<file path="config.mk">
export PLATFORM = sky130hd
export DESIGN_NAME = serial_data_rx
export DESIGN_NICKNAME = d
export VERILOG_FILES = /design/src/rtl/serial_data_rx.sv
export SDC_FILE = /design/constraint.sdc
export NUM_CORES = 1
export LEC_CHECK = 0
export ABC_AREA = 0
export ABC_CLOCK_PERIOD_IN_PS = 2200
export CAP_MARGIN = 20
export CORE_MARGIN = 2
export CORE_UTILIZATION = 48
export DETAILED_ROUTE_END_ITERATION = 6
export PLACE_DENSITY = 0.75
export RECOVER_POWER = 100
export SLEW_MARGIN = 15
export SYNTH_ARGS = -nofsm -noshare
export SYNTH_HDL_FRONTEND = slang
export SYNTH_SLANG_ARGS = --single-unit
</file>
<file path="constraint.sdc">
create_clock -name mclk -period 2.2 [get_ports mclk]
set_clock_uncertainty 0.2 [all_clocks]
set_input_delay 0.22 -clock mclk [delete_from_list [all_inputs] [get_ports mclk]]
set_output_delay 0.22 -clock mclk [all_outputs]
set_load 0.02 [all_outputs]
</file>
<file path="src/rtl/serial_data_rx.sv">
// I2S ADC-path deserializer: samples din on bclk rises, assembles MSB-first words, writes them to the RX FIFO.
// winc pulses 1 mclk after the LSB rise; on wfull the word is dropped and overrun_cnt counts it.
module serial_data_rx #(
    parameter int DATA_WIDTH    = 16,
    parameter int SLOT_BITS     = 32,
    parameter bit CAPTURE_LEFT  = 1'b1,
    parameter bit CAPTURE_RIGHT = 1'b1
) (
    input  logic                  mclk,
    input  logic                  resetn,
    input  logic                  lrclk,
    input  logic                  bclk,
    input  logic                  din,
    output logic                  winc,
    output logic [DATA_WIDTH-1:0] wdata,
    input  logic                  wfull,
    output logic [15:0]           overrun_cnt,
    output logic                  frame_err
);

    localparam int              CW      = $clog2(SLOT_BITS + 1);
    localparam logic [CW-1:0]   CNT_DW  = CW'(DATA_WIDTH);
    localparam logic [CW-1:0]   CNT_MAX = CW'(SLOT_BITS);

    typedef enum logic {
        ST_UNSYNC = 1'b0,
        ST_SYNC   = 1'b1
    } state_t;

    state_t                  state_q, state_d;
    logic                    bclk_q;
    logic                    lrclk_q, lrclk_d;
    logic [CW-1:0]           bitcnt_q, bitcnt_d, bitcnt_inc;
    logic                    chan_q, chan_d;
    logic [DATA_WIDTH-1:0]   sreg_q, sreg_d;
    logic                    done_q, done_d;
    logic [DATA_WIDTH-1:0]   wdata_q, wdata_d;
    logic [15:0]             overrun_q, overrun_d;
    logic                    ferr_q, ferr_d;

    logic rise;
    logic lr_chg;
    logic chan_en;
    logic push;
    logic drop;

    assign rise    = bclk & ~bclk_q;
    assign lr_chg  = lrclk ^ lrclk_q;
    assign chan_en = chan_q ? CAPTURE_RIGHT : CAPTURE_LEFT;
    // sreg_q is stable during the push cycle: bclk stays high for at least 2 mclk after a rise.
    assign push    = done_q & chan_en & ~wfull;
    assign drop    = done_q & chan_en & wfull;
    assign bitcnt_inc = (bitcnt_q == CNT_MAX) ? bitcnt_q : bitcnt_q + CW'(1);

    always_comb begin
        state_d  = state_q;
        lrclk_d  = lrclk_q;
        bitcnt_d = bitcnt_q;
        chan_d   = chan_q;
        sreg_d   = sreg_q;
        done_d   = 1'b0;
        ferr_d   = ferr_q;
        if (rise) begin
            lrclk_d = lrclk;
            case (state_q)
                ST_UNSYNC: begin
                    if (lr_chg) begin
                        state_d  = ST_SYNC;
                        bitcnt_d = '0;
                        chan_d   = lrclk;
                    end
                end
                ST_SYNC: begin
                    if (lr_chg) begin
                        bitcnt_d = '0;
                        chan_d   = lrclk;
                        if (bitcnt_q < CNT_DW) begin
                            ferr_d = 1'b1;
                        end
                    end else begin
                        bitcnt_d = bitcnt_inc;
                        if (bitcnt_inc <= CNT_DW) begin
                            sreg_d = {sreg_q[DATA_WIDTH-2:0], din};
                        end
                        if (bitcnt_inc == CNT_DW) begin
                            done_d = 1'b1;
                        end
                    end
                end
                default: state_d = ST_UNSYNC;
            endcase
        end
    end

    always_comb begin
        wdata_d   = push ? sreg_q : wdata_q;
        overrun_d = overrun_q;
        if (drop && (overrun_q != 16'hFFFF)) begin
            overrun_d = overrun_q + 16'd1;
        end
    end

    always_ff @(posedge mclk) begin
        if (!resetn) begin
            state_q   <= ST_UNSYNC;
            bclk_q    <= 1'b0;
            lrclk_q   <= 1'b0;
            bitcnt_q  <= '0;
            chan_q    <= 1'b0;
            sreg_q    <= '0;
            done_q    <= 1'b0;
            wdata_q   <= '0;
            overrun_q <= '0;
            ferr_q    <= 1'b0;
        end else begin
            state_q   <= state_d;
            bclk_q    <= bclk;
            lrclk_q   <= lrclk_d;
            bitcnt_q  <= bitcnt_d;
            chan_q    <= chan_d;
            sreg_q    <= sreg_d;
            done_q    <= done_d;
            wdata_q   <= wdata_d;
            overrun_q <= overrun_d;
            ferr_q    <= ferr_d;
        end
    end

    assign winc        = push;
    assign wdata       = push ? sreg_q : wdata_q;
    assign overrun_cnt = overrun_q;
    assign frame_err   = ferr_q;

endmodule

</file>
==> reports/qor.csv <==
metric,value,unit
status,finished clean,
"FFs w/ async S/R, synth",0,%
Hold Slack,147.7,ps
Layout area overhead,32.52,%
vias in the first global route,1896,
Critical Path Start Type,register,
max incr delay on CP,370,ps
dpl hpwl,3.203,mm
1st-pass router iterations,4,
multi-input logic area,1355,um2
Critical Path End Type,register,
CP top delay family,compound AO/OA/AOI/OAI gates,
number of max-cap violations,0,
Final TNS setup,0,ps
CP Class,register to register,
pre-CTS WS,-221.0,ps
total number of vias,1986,
Post-DP Area,3138,um2
"Hold Vio Cnt, Final",0,
Die Area,5964,um2
top cell type's share of synthesized area,45.89,%
global route overflow,0,
sequential fraction of the synthesis area,45.89,%
clk sinks,59,
Site Rows,26,
area of the core,5140,um2
Die W,77.23,um
Seq cells post-synth,59,
Inserted Clock Buffers,9,
average via count per standard cell,5.053,
antenna-violating nets left,0,
Nets,327,
Slew HR,50.62,%
wire per inst,12.45,um
CTS clock-pin slew for the worst setup and hold paths,70,ps
hold_buf cts,0,
"Avg Cell Area, Syn",9.786,um2
power density cells,663.1,nW/um2
Final Cycle Share,96.98,%
Ports,40,
Tightest Pin Transition,740.7,ps
Peak VDD IR,0.0003627,V
maximum clock rate,468.7,MHz
warnings from Yosys,0,
drt first-iter violations,88,
PortBufs,39,
CP max stage cell,dfxtp_4,
CTS tree,done,
first-pass GRT wire length,8.556,mm
"Design Area, Final",3411,um2
initial antenna violation count,0,
CTS Buffer Depth,2,
Post-Syn Area,2574,um2
leakage power,0.001507,uW
Post-synth EDFFs,0,
layout cells sized above 1,19.50,%
DRC viols,0,
final setup margin,66.42,ps
Vert. Die Dim,77.23,um
maximum fanout along the worst path,8,
Cells after Synth,263,
min Tclk post-route,2134,ps
initial core utilization,50.07,%
Clock Latency Late Sink,340,ps
WP data required,2260,ps
Min-Delay Path Class,input pin to register,
top_reg_cell synth,dfxtp_1,
gpl congestion,0.8146,
largest net degree at the start of global routing,47,
syn_nets,272,
Final Max Tran Viols,0,
htree depth,3,
WL final,4.893,mm
ANT cells,0,
Final setup viols,0,
Pwr Total,2262,uW
Yosys top cell by area,dfxtp_1,
fillers,446,
Arrival @ worst endpoint,2200,ps
synth unique cells,43,
worst path cell trace,inv_2 -> ha_2 -> nand4bb_1 -> nor3b_2 -> o22ai_2 -> a2111oi_4 -> buf_4 -> buf_12 -> mux2i_2,
Root Driver,clkbuf_8,
Crit path buffers/inverters,3,
Area contributors post-synth,"dfxtp_1 (46%), mux2i_1 (7.4%), mux2_2 (7.0%)",
GRT Overall Usage,18.12,%
Register Area,1187,um2
[metal layers]
layer	vias up	GRT usage, %	wire (um)
met3	11	4.000	168
li1	1024	-	-
met5	-	0	0
met1	913	21.34	2331
met4	0	12.32	117
met2	38	29.30	2276
[area by class of cell]
cell class,instances,area share (%)
Inverter,6,0.6603
Clock buffer,10,4.035
Timing Repair Buffer,55,15.63
Tap cell,70,2.568
Multi-Input combinational cell,187,39.73
Clock inverter,6,2.568
Sequential cell,59,34.81
[sequential cells by signal, summed over array words and instances, names as in the netlist]
name         flops
frame_err        1
state_q          1
lrclk_q          1
bclk_q           1
wdata_q         16
sreg_q          16
overrun_cnt     16
bitcnt_q         6
done_q           1
[cell families (layout without fill, tap and decap cells)]
kind of cell	Yosys count	count (layout)	synth area share, %
AO/OA/AOI/OAI	29	29	7.779
XOR/XNOR	15	15	5.105
adder cells (fa/ha/maj)	3	3	1.459
buffers and inverters	17	77	2.771
flip-flops	59	59	45.89
multiplexers	35	35	14.39
AND/OR/NAND/NOR	105	105	22.61
[tightest hold or removal path, stage by stage]
cell and delay (ps):
dlymetal6s2s_1 160, a31oi_1 190, nor3b_1 60
[what timing repair did]
action                     in CTS  in global routing
setup buffers                   0                  2
gates resized for setup        17                  8
setup endpoints to repair      16                 33
cloned                          0                  1
pin swaps                       0                  0
[worst paths after layout]
kind | start | endpoint | slack (ps) | depth (start not counted)
max | bitcnt_q[0] | sreg_q[9] | 70 | 9
min | wfull | overrun_cnt[2] | 150 | 3
max reg2reg | bitcnt_q[0] | sreg_q[9] | 70 | 9
min reg2reg | sreg_q[15] | sreg_q[15] | 270 | 2
[through the flow]
stage                     instances  utilization [%]
after global routing            393            66.36
after CTS                       390            65.19
after floorplan                 263                -
after detailed placement        374            61.05
final                           393            66.36
after global placement          374            61.05
[placed cells by master (no fill, tap or decap), types with 2 or more instances in the layout]
master | synthesis | routed
xor2_1 | 12 | 12
nor2_1 | 7 | 6
nand4_1 | 3 | 3
nor3_1 | 3 | 3
dlygate4sd3_1 | 0 | 19
mux2i_1 | 19 | 18
a31oi_1 | 2 | 2
dlygate4sd2_1 | 0 | 16
nand2b_1 | 3 | 2
mux2_2 | 16 | 14
nor2b_1 | 4 | 4
and2_1 | 27 | 20
dfxtp_1 | 59 | 56
o21ai_0 | 9 | 9
xnor2_1 | 3 | 2
a2111oi_0 | 2 | 2
bufinv_16 | 0 | 2
and3_4 | 2 | 2
inv_1 | 6 | 5
nor4_1 | 3 | 2
nand3_1 | 10 | 10
a21oi_1 | 7 | 7
ha_2 | 0 | 2
or3_1 | 3 | 3
buf_4 | 0 | 12
nand2_1 | 30 | 30
clkdlybuf4s50_1 | 0 | 3
and2_0 | 1 | 8
a22o_1 | 2 | 2
dfxtp_2 | 0 | 2
clkbuf_8 | 0 | 10
mux2_1 | 0 | 2
buf_12 | 0 | 2
[power breakdown]
group	leakage [uW]	internal (uW)	switching, uW
logic	0.000917	33.0	37.4
registers	0.000477	1070	3.79
clock network	0.000113	669	447
[synth_stat cells (all sizes together) (6+ instances only)]
| library cell | count |
|---|---|
| dfxtp | 59 |
| nand2 | 30 |
| and2 | 28 |
| mux2i | 19 |
| mux2 | 16 |
| xor2 | 12 |
| nand3 | 10 |
| clkbuf | 9 |
| o21ai | 9 |
| a21oi | 7 |
| nor2 | 7 |
| inv | 6 |
(Power assumes the default switching activity.)
